===== config.mk =====
export PLATFORM = sky130hd
export DESIGN_NAME = mem_access_ctrl_flat
export DESIGN_NICKNAME = d
export VERILOG_FILES = /design/src/rtl/mem_access_ctrl_if.sv /design/src/rtl/mem_access_ctrl.sv /design/src/flat_wrapper.sv
export SDC_FILE = /design/constraint.sdc
export NUM_CORES = 1
export LEC_CHECK = 0
export ABC_CLOCK_PERIOD_IN_PS = 1400
export CAP_MARGIN = 15
export CORE_MARGIN = 4
export CORE_UTILIZATION = 36
export CTS_CLUSTER_SIZE = 20
export DETAILED_ROUTE_END_ITERATION = 7
export PLACE_DENSITY_LB_ADDON = 0.08
export SETUP_SLACK_MARGIN = 0.2
export SYNTH_ARGS = -nofsm -noshare
export SYNTH_HDL_FRONTEND = slang
export SYNTH_SLANG_ARGS = --single-unit

===== constraint.sdc =====
create_clock -name clk -period 1.4 [get_ports clk]
set_input_delay 0.21 -clock clk [delete_from_list [all_inputs] [get_ports clk]]
set_output_delay 0.21 -clock clk [all_outputs]
set_load 0.03 [all_outputs]

===== src/rtl/mem_access_ctrl_if.sv =====
// Request/response and main_memory signal bundle for mem_access_ctrl.
// The slave modport is the controller side; master is the requester/memory side.
interface mem_access_ctrl_if;
  logic        req_valid;
  logic        req_ready;
  logic        req_wr;
  logic [31:0] req_addr;
  logic [31:0] req_wdata;
  logic        resp_valid;
  logic        resp_ready;
  logic [31:0] resp_rdata;
  logic        resp_err;
  logic [31:0] mem_address;
  logic [31:0] mem_data_in;
  logic        mem_rd;
  logic        mem_wr;
  logic [31:0] mem_data_out;

  modport slave (
    input  req_valid, req_wr, req_addr, req_wdata,
    input  resp_ready, mem_data_out,
    output req_ready, resp_valid, resp_rdata, resp_err,
    output mem_address, mem_data_in, mem_rd, mem_wr
  );

  modport master (
    output req_valid, req_wr, req_addr, req_wdata,
    output resp_ready, mem_data_out,
    input  req_ready, resp_valid, resp_rdata, resp_err,
    input  mem_address, mem_data_in, mem_rd, mem_wr
  );
endinterface


===== src/rtl/mem_access_ctrl.sv =====
// Single-outstanding load/store front-end for main_memory.
// Issues one rd/wr strobe per request and waits out the read latency.
module mem_access_ctrl #(
  parameter int READ_LATENCY = 1,
  parameter int ALIGN_CHECK  = 1
) (
  input logic              clk,
  input logic              rst,
  mem_access_ctrl_if.slave bus
);
  localparam int CW = $clog2(READ_LATENCY + 1);

  typedef enum logic [1:0] {
    IDLE,
    ISSUE,
    WAIT,
    RESP
  } state_e;

  state_e        state_q, state_d;
  logic [CW-1:0] cnt_q, cnt_d;
  logic          wr_q, wr_d;
  logic [31:0]   addr_q, addr_d;
  logic [31:0]   wdata_q, wdata_d;
  logic          rd_stb_q, rd_stb_d;
  logic          wr_stb_q, wr_stb_d;
  logic          rvalid_q, rvalid_d;
  logic [31:0]   rdata_q, rdata_d;
  logic          rerr_q, rerr_d;
  logic          misaligned;

  assign misaligned = (ALIGN_CHECK != 0) &&
                      (bus.req_addr[1:0] != 2'b00);

  always_comb begin
    state_d  = state_q;
    cnt_d    = cnt_q;
    wr_d     = wr_q;
    addr_d   = addr_q;
    wdata_d  = wdata_q;
    rd_stb_d = 1'b0;
    wr_stb_d = 1'b0;
    rvalid_d = rvalid_q;
    rdata_d  = rdata_q;
    rerr_d   = rerr_q;
    unique case (state_q)
      IDLE: begin
        if (bus.req_valid) begin
          addr_d  = bus.req_addr;
          wdata_d = bus.req_wdata;
          wr_d    = bus.req_wr;
          if (misaligned) begin
            state_d  = RESP;
            rvalid_d = 1'b1;
            rerr_d   = 1'b1;
            rdata_d  = 32'h0;
          end else begin
            // strobes are registered, so raise them here to be live in ISSUE
            state_d  = ISSUE;
            wr_stb_d = bus.req_wr;
            rd_stb_d = !bus.req_wr;
          end
        end
      end
      ISSUE: begin
        if (wr_q) begin
          state_d  = RESP;
          rvalid_d = 1'b1;
          rdata_d  = 32'h0;
        end else begin
          state_d = WAIT;
          cnt_d   = CW'(READ_LATENCY);
        end
      end
      WAIT: begin
        cnt_d = cnt_q - CW'(1);
        if (cnt_q == CW'(1)) begin
          state_d  = RESP;
          rvalid_d = 1'b1;
          rdata_d  = bus.mem_data_out;
        end
      end
      RESP: begin
        if (bus.resp_ready) begin
          state_d  = IDLE;
          rvalid_d = 1'b0;
          rerr_d   = 1'b0;
          rdata_d  = 32'h0;
        end
      end
      default: state_d = IDLE;
    endcase
  end

  always_ff @(posedge clk) begin
    if (rst) begin
      state_q  <= IDLE;
      cnt_q    <= '0;
      wr_q     <= 1'b0;
      addr_q   <= 32'h0;
      wdata_q  <= 32'h0;
      rd_stb_q <= 1'b0;
      wr_stb_q <= 1'b0;
      rvalid_q <= 1'b0;
      rdata_q  <= 32'h0;
      rerr_q   <= 1'b0;
    end else begin
      state_q  <= state_d;
      cnt_q    <= cnt_d;
      wr_q     <= wr_d;
      addr_q   <= addr_d;
      wdata_q  <= wdata_d;
      rd_stb_q <= rd_stb_d;
      wr_stb_q <= wr_stb_d;
      rvalid_q <= rvalid_d;
      rdata_q  <= rdata_d;
      rerr_q   <= rerr_d;
    end
  end

  assign bus.req_ready   = (state_q == IDLE);
  assign bus.resp_valid  = rvalid_q;
  assign bus.resp_rdata  = rdata_q;
  assign bus.resp_err    = rerr_q;
  assign bus.mem_address = addr_q;
  assign bus.mem_data_in = wdata_q;
  assign bus.mem_rd      = rd_stb_q;
  assign bus.mem_wr      = wr_stb_q;
endmodule


===== src/flat_wrapper.sv =====
// flat-port wrapper written by rule: the top's interface ports become plain ports
module mem_access_ctrl_flat 
#(
  parameter int READ_LATENCY = 1,
  parameter int ALIGN_CHECK  = 1
)
  (clk, rst, bus_req_valid, bus_req_wr, bus_req_addr, bus_req_wdata, bus_resp_ready, bus_mem_data_out, bus_req_ready, bus_resp_valid, bus_resp_rdata, bus_resp_err, bus_mem_address, bus_mem_data_in, bus_mem_rd, bus_mem_wr);
  mem_access_ctrl_if bus_i ();
  input logic clk;
  input logic rst;
  input wire logic [$bits(bus_i.req_valid)-1:0] bus_req_valid;
  input wire logic [$bits(bus_i.req_wr)-1:0] bus_req_wr;
  input wire logic [$bits(bus_i.req_addr)-1:0] bus_req_addr;
  input wire logic [$bits(bus_i.req_wdata)-1:0] bus_req_wdata;
  input wire logic [$bits(bus_i.resp_ready)-1:0] bus_resp_ready;
  input wire logic [$bits(bus_i.mem_data_out)-1:0] bus_mem_data_out;
  output wire logic [$bits(bus_i.req_ready)-1:0] bus_req_ready;
  output wire logic [$bits(bus_i.resp_valid)-1:0] bus_resp_valid;
  output wire logic [$bits(bus_i.resp_rdata)-1:0] bus_resp_rdata;
  output wire logic [$bits(bus_i.resp_err)-1:0] bus_resp_err;
  output wire logic [$bits(bus_i.mem_address)-1:0] bus_mem_address;
  output wire logic [$bits(bus_i.mem_data_in)-1:0] bus_mem_data_in;
  output wire logic [$bits(bus_i.mem_rd)-1:0] bus_mem_rd;
  output wire logic [$bits(bus_i.mem_wr)-1:0] bus_mem_wr;
  assign bus_i.req_valid = bus_req_valid;
  assign bus_i.req_wr = bus_req_wr;
  assign bus_i.req_addr = bus_req_addr;
  assign bus_i.req_wdata = bus_req_wdata;
  assign bus_i.resp_ready = bus_resp_ready;
  assign bus_i.mem_data_out = bus_mem_data_out;
  assign bus_req_ready = bus_i.req_ready;
  assign bus_resp_valid = bus_i.resp_valid;
  assign bus_resp_rdata = bus_i.resp_rdata;
  assign bus_resp_err = bus_i.resp_err;
  assign bus_mem_address = bus_i.mem_address;
  assign bus_mem_data_in = bus_i.mem_data_in;
  assign bus_mem_rd = bus_i.mem_rd;
  assign bus_mem_wr = bus_i.mem_wr;
  mem_access_ctrl #(.READ_LATENCY(READ_LATENCY), .ALIGN_CHECK(ALIGN_CHECK)) u_core (.clk(clk), .rst(rst), .bus(bus_i));
endmodule

==> metrics, run 1 <==
status finished with violations; failing checks negative setup slack; # fillers 944; Worst path slowest cell dfxtp_4; GPL Wtd Cong approximately 0.83; port bufs about 200; CTS Buffer Depth 2; Layout area overhead 67.9%; synth warn 0; CP Depth 7; IO Count between 200 and 250; Die Y approximately 110 microns; Routed Antenna Nets 0; GRT Total Usage between 20 and 25%; cell family with most CP delay compound AO/OA/AOI/OAI gates; First DRT Iteration DRCs between 200 and 250; Worst-Margin Slew around 0.52 ns; total power roughly 0.013 W; Via density just over 5; grt ovf 0; worst reg2reg path endpoint u_core.bus.resp_rdata[16]; initial core utilization ~37%; Reg2Reg Depth 7; Worst-path clk slew about 0.1 ns; Clk Latency, worst-skew pair 0.36 ns; unique cell type count in the Yosys netlist 32; area of the core roughly 0.010 sq mm; total number of vias about 4200; fmax 0.667 GHz; # nets final just under 800; CP cell instances buf_6 -> ha_4 -> inv_4 -> o221a_4 -> buf_12 -> nand4_1 -> a21oi_2; Die ar. between 0.01 and 0.015 sq mm; Max FO, Critical Path 12; routed len/inst approximately 17 microns; synth top area cells dfxtp_1, a21oi_1, nand2_1; CP Capture Point u_core.bus.resp_rdata[16]; CTS Sinks 104; Pleak between 2 and 3 nW; TritonCTS clock tree done; Clock Skew between 0.01 and 0.015 ns; Area after DPL 0.00618 sq mm; Seq/Total Area, Yosys a little over half; post-DP HPWL about 9000 microns; Yosys top cell by area dfxtp_1; crit path DAT approximately 1.8 ns; # diodes 0; DRC 0; Req. time, crit path 1.69 ns; RR Startpoint u_core.state_q[1]; first-pass GRT wire length around 21000 microns; register-to-register setup slack -0.1 ns; DRT Pass-1 Iters 5; worst vdd ir roughly 1.1 mV; Final period util 107%; max incr delay on CP ~0.38 ns; average size of a mapped cell roughly 8 sq um; Mapped Nets 580; largest net degree at the start of global routing 41; Crit. Startpoint u_core.state_q[1]; CP endpoint kind register; relative slew slack about two thirds; slack of the critical path -0.0991 ns; Slew Viols, Final 0; FF+latch count, synth between 100 and 150; die width 112 microns; Synth top area share a little over half; Setup-failing EPs final 38; pwr/cell area roughly 2000 mW/mm^2; CTS Hold Bufs 0; Final min period 1.50 ns; Final Core Density approximately 63%; final hold vios 0; Syn Inst Count 475; vias in the first global route between 4000 and 5000; critical path class reg -> reg; RSZ-0062 raised after global routing yes; final wirelength roughly 14000 microns; CTS root buf clkbuf_8; WP buf/inv 3; design area around 0.0066 sq mm; HP Class in -> reg; initial antenna violation count 0; Max Cap Viol 0; Critical Path Start Type register; synthesized area 0.00391 sq mm; Worst Hold Depth 2; layout cells sized above 1 ~30%; floorplan row count 37; dpl ws -0.323 ns; CTS H-tree depth 3; CTS buffer count 9
-- metal layers --
layer,track usage [%],vias to the layer above,wire (microns)
met5,0,-,0
met4,4.89,0,195
met3,6.90,16,1140
met2,34.2,172,6930
met1,25.3,1948,5710
li1,-,2055,-
-- logic make-up (layout without fill, tap and decap cells) --
| group | after synthesis | after routing | synth area share [%] |
|---|---|---|---|
| AND/OR/NAND/NOR | 174 | 175 | 19.4 |
| AO/OA/AOI/OAI | 144 | 144 | 19.8 |
| flip-flops | 104 | 104 | 53.3 |
| buffers and inverters | 49 | 268 | 6.28 |
| adder cells (fa/ha/maj) | 4 | 4 | 1.28 |
-- worst reg2reg max path, delay by kind of cell (launching register included) --
kind	cells	cell delay, ns
AOI/OAI and AO/OA	2	0.42
adders and majority gates	1	0.16
buffers and inverters	3	0.33
DFF	1	0.38
and+or+nand+nor	1	0.14
-- state kept, by name (all words and copies together), names as in the netlist --
signal,flops
u_core.bus.mem_rd,1
u_core.cnt_q,1
u_core.state_q,2
u_core.bus.resp_valid,1
u_core.bus.mem_data_in,32
u_core.bus.resp_err,1
u_core.bus.mem_address,32
u_core.wr_q,1
u_core.bus.mem_wr,1
u_core.bus.resp_rdata,32
-- area by class of cell --
type                            count  area, sq um  area share, %
Tap cell                          136          170           2.59
Clock buffer                       11          141           2.16
Multi-Input combinational cell    323         1780           27.1
Inverter                            5         31.3          0.477
Timing Repair Buffer              247         2220           33.8
Sequential cell                   104         2090           31.9
Clock inverter                      5          128           1.95
-- cells in the final DEF, fill, tap and decap left out, types with 2 or more instances in the layout --
cell | synthesis | layout
ha_4 | 0 | 2
buf_4 | 1 | 15
a311oi_2 | 1 | 2
nand2_1 | 134 | 133
buf_6 | 5 | 11
dfxtp_4 | 0 | 2
nand4_1 | 32 | 32
bufinv_16 | 0 | 4
buf_16 | 0 | 2
clkdlybuf4s50_1 | 0 | 99
clkbuf_8 | 0 | 10
o21ai_2 | 0 | 15
clkbuf_16 | 0 | 7
dfxtp_1 | 104 | 102
buf_12 | 0 | 13
a21oi_2 | 0 | 5
inv_4 | 0 | 3
buf_2 | 16 | 100
a21oi_1 | 101 | 96
ha_2 | 0 | 2
o21ai_1 | 1 | 17
-- synth_stat cells --
cell	instances
and4_1	1
dfxtp_1	104
o21ai_0	32
buf_1	3
a21o_1	1
a22oi_2	1
buf_6	5
nor4_1	1
o221a_1	1
ha_1	4
buf_2	16
a22o_1	1
or2_2	1
o21ai_1	1
nand2b_1	1
nor4b_1	1
a311oi_2	1
inv_1	2
and2_1	1
a21oi_1	101
nor3_1	1
a41o_1	1
a31oi_1	1
buf_4	1
o211ai_1	1
inv_2	3
a311oi_1	1
nand2_1	134
nand4_1	32
o221ai_2	1
nor2_2	1
clkbuf_1	19
-- metrics by stage --
step,hold slack (ns),cells,setup TNS [ns]
after floorplan,0.287,475,-3.25
after global placement,0.441,793,-15.12
after detailed placement,0.447,793,-17.72
after CTS,0.298,817,-1.26
after global routing,0.330,831,-6.99
final,0.318,831,-1.64
-- power breakdown --
group / total, W / switching (W) / internal [W]
sequential: 0.00375 / 0.000295 / 0.00345
combinational: 0.00677 / 0.00381 / 0.00296
clock: 0.00243 / 0.00101 / 0.00142
total: 0.0130 / 0.00512 / 0.00783
-- worst min-delay path by stage --
stage	startpoint	to	slack (ns)
2_1_floorplan	bus_req_wr	u_core.bus.mem_rd	0.29
3_3_place_gp	u_core.bus.mem_data_in[23]	u_core.bus.mem_data_in[23]	0.44
3_5_place_dp	u_core.bus.mem_data_in[17]	u_core.bus.mem_data_in[17]	0.45
4_1_cts	rst	u_core.bus.resp_rdata[22]	0.30
5_1_grt	rst	u_core.bus.resp_rdata[26]	0.33
6_report	rst	u_core.bus.resp_rdata[26]	0.32
-- timing repair --
action | 4_1_cts | 5_1_grt
cloned | 4 | 10
pin swaps | 11 | 31
buffers inserted | 4 | 4
setup endpoints to repair | 205 | 106
resized for setup | 530 | 67
endpoints found under the hold margin | 0 | 0
Power figures use the tool's default switching activity.
==> run 2, diff against run 1 <==
Settings changed: CORE_ASPECT_RATIO set to 1.2.
==> metrics, run 2 (same netlist as run 1, synthesis figures left out) <==
status finished with violations; failing checks negative setup slack; # diodes 0 (unchanged); CP Capture Point u_core.bus.resp_rdata[22]; CTS root buf clkbuf_16; CP cell instances inv_4 -> ha_4 -> inv_4 -> buf_6 -> o221ai_4 -> buf_12 -> clkbuf_16 -> o21ai_2 -> a21oi_2; area of the core 0.0106 sq mm (+1.0%); DRC 0 (unchanged); Req. time, crit path 1.60 ns (-0.09 ns); Max Cap Viol 0 (unchanged); floorplan row count 41 (+11%); most common cell after layout, fill and taps aside dfxtp_1; First DRT Iteration DRCs 157 (-32%); Worst path slowest cell dfxtp_4; Die ar. 0.0126 sq mm (about the same); Slew Viols, Final 0 (unchanged); TritonCTS clock tree done; Layout Cells excl Fill 833 (+0.24%); GRT Total Usage 19.6% (-0.81 points); worst reg2reg path endpoint u_core.bus.resp_rdata[22]; RSZ-0062 raised after global routing yes; Routed Antenna Nets 0 (unchanged); Final Core Density 68.4% (+5.7 points); cell family with most CP delay buffers and inverters; fmax 0.646 GHz (-3.1%); CTS Sinks 104 (unchanged); most frequent cell on the critical path inv_4; Clk Latency, worst-skew pair 0.34 ns (-0.02 ns); Final period util 110% (+3.4 points); layout cells sized above 1 41.8% (+12 points); Clock Skew 0.00466 ns (-0.00729 ns); Reg2Reg Depth 9 (+2); DRT Pass-1 Iters 4 (-1); grt ovf 0 (unchanged); post-DP HPWL 8770 microns (-2.0%); cell count after placement 789 (-0.50%); largest net degree at the start of global routing 38 (-7.3%); crit path DAT 1.75 ns (-0.04 ns); Final min period 1.55 ns (+0.0478 ns); Setup-failing EPs final 93 (+140%); dpl ws -0.347 ns (-0.0233 ns); CTS buffer count 9 (unchanged); critical path class reg -> reg; register-to-register setup slack -0.15 ns (-0.05 ns); most frequent cells in the layout dfxtp_1, clkdlybuf4s50_1, nand2_1; die width 103 microns (-8.1%); max incr delay on CP 0.38 ns (about the same); slack of the critical path -0.147 ns (-0.0478 ns); initial antenna violation count 0 (unchanged); GPL Wtd Cong 0.731 (-12%); Crit. Startpoint u_core.state_q[0]; Max FO, Critical Path 8 (-4); Die Y 122 microns (+8.9%); IO Count 202 (unchanged); Critical Path Start Type register; RR Startpoint u_core.state_q[0]; vias in the first global route 4049 (-1.8%); CP Depth 9 (+2); worst vdd ir 0.903 mV (-15%); relative slew slack 62.1% (-3.0 points); total number of vias 4378 (+4.5%); final wirelength 14700 microns (+5.1%); CTS H-tree depth 3 (unchanged); final hold vios 0 (unchanged); initial core utilization 37.0% (-0.37 points); port bufs 201 (unchanged); WP buf/inv 5 (+2); Via density 5.26 (+4.2%); routed len/inst 17.6 microns (+4.8%); HP Class in -> reg; Worst-path clk slew 0.07 ns (-0.03 ns); pwr/cell area 1950 mW/mm^2 (-1.3%); Pleak 3.01 nW (+11%); CP endpoint kind register; # nets final 804 (+1.1%); first-pass GRT wire length 19800 microns (-6.5%); Layout area overhead 84.9%; CTS Buffer Depth 2 (unchanged); Worst-Margin Slew 0.568 ns (+0.0446 ns)
[run 2: changes by cell type in the layout (fill, tap and decap cells not counted), moves of 8 or more]
cell	previous run	this run
nand2_2	0	10
nand2_4	1	33
buf_2	100	85
a21oi_1	96	58
a21oi_2	5	43
clkbuf_16	7	18
nand2_1	133	91
clkdlybuf4s15_2	0	12
clkbuf_8	10	2
[run 2: routing by layer]
metal  up-vias  routed length [microns]  GRT usage, %
met4         0                      310          5.43
met1      2113                     5600          23.7
met3        25                     1020          4.70
met2       158                     7750          34.2
li1       2082                        -             -
met5         -                        0             0
[run 2: how the worst min path moves through the flow]
stage	from	end	slack [ns]	cells after the start
final	bus_req_addr[0]	u_core.bus.mem_address[0]	0.24	3
after global routing	bus_req_addr[0]	u_core.bus.mem_address[0]	0.23	3
after detailed placement	u_core.bus.mem_data_in[11]	u_core.bus.mem_data_in[11]	0.45	2
after CTS	rst	u_core.bus.resp_rdata[4]	0.32	2
after global placement	u_core.bus.mem_address[17]	u_core.bus.mem_address[17]	0.44	2
after floorplan	bus_req_wr	u_core.bus.mem_rd	0.29	1
[run 2: worst register-to-register path, delay by kind of cell, from the launching register on]
| kind | cells | cell delay, ns |
|---|---|---|
| AO/OA/AOI/OAI | 3 | 0.31 |
| adder cells (fa/ha/maj) | 1 | 0.18 |
| buffers and inverters | 5 | 0.55 |
| flip-flops | 1 | 0.38 |
[run 2: where the power goes]
group	total [W]	internal, W	switching, W
sequential	0.00376	0.00346	0.000300
combinational	0.00778	0.00353	0.00426
clock	0.00254	0.00149	0.00105
[run 2: through the flow]
step / instance area (sq um) / setup TNS [ns] / hold WS (ns) / total power [W]
final: 7230 / -6.47 / 0.237 / 0.0141
after global routing: 7230 / -12.44 / 0.230 / 0.0147
after CTS: 6830 / -6.04 / 0.319 / 0.0123
after detailed placement: 6190 / -20.25 / 0.445 / 0.00913
after global placement: 6190 / -17.39 / 0.442 / 0.00904
after floorplan: 4000 / -3.25 / 0.287 / 0.00712
[run 2: layout make-up]
| type | instances | area (sq um) |
|---|---|---|
| clock buffer | 14 | 264 |
| clock inverter | 2 | 37.5 |
| fill | 826 | 3340 |
| inverter | 5 | 26.3 |
| multi-input combinational | 323 | 2170 |
| sequential | 104 | 2090 |
| tap | 129 | 161 |
| timing repair buffer | 256 | 2470 |
[run 2: what timing repair did]
item / in CTS / in global routing
pin swaps: 23 / 82
resized for setup: 417 / 263
setup endpoints to repair: 204 / 166
setup buffers: 5 / 7
gates cloned: 4 / 12
hold buffers: 0 / 0
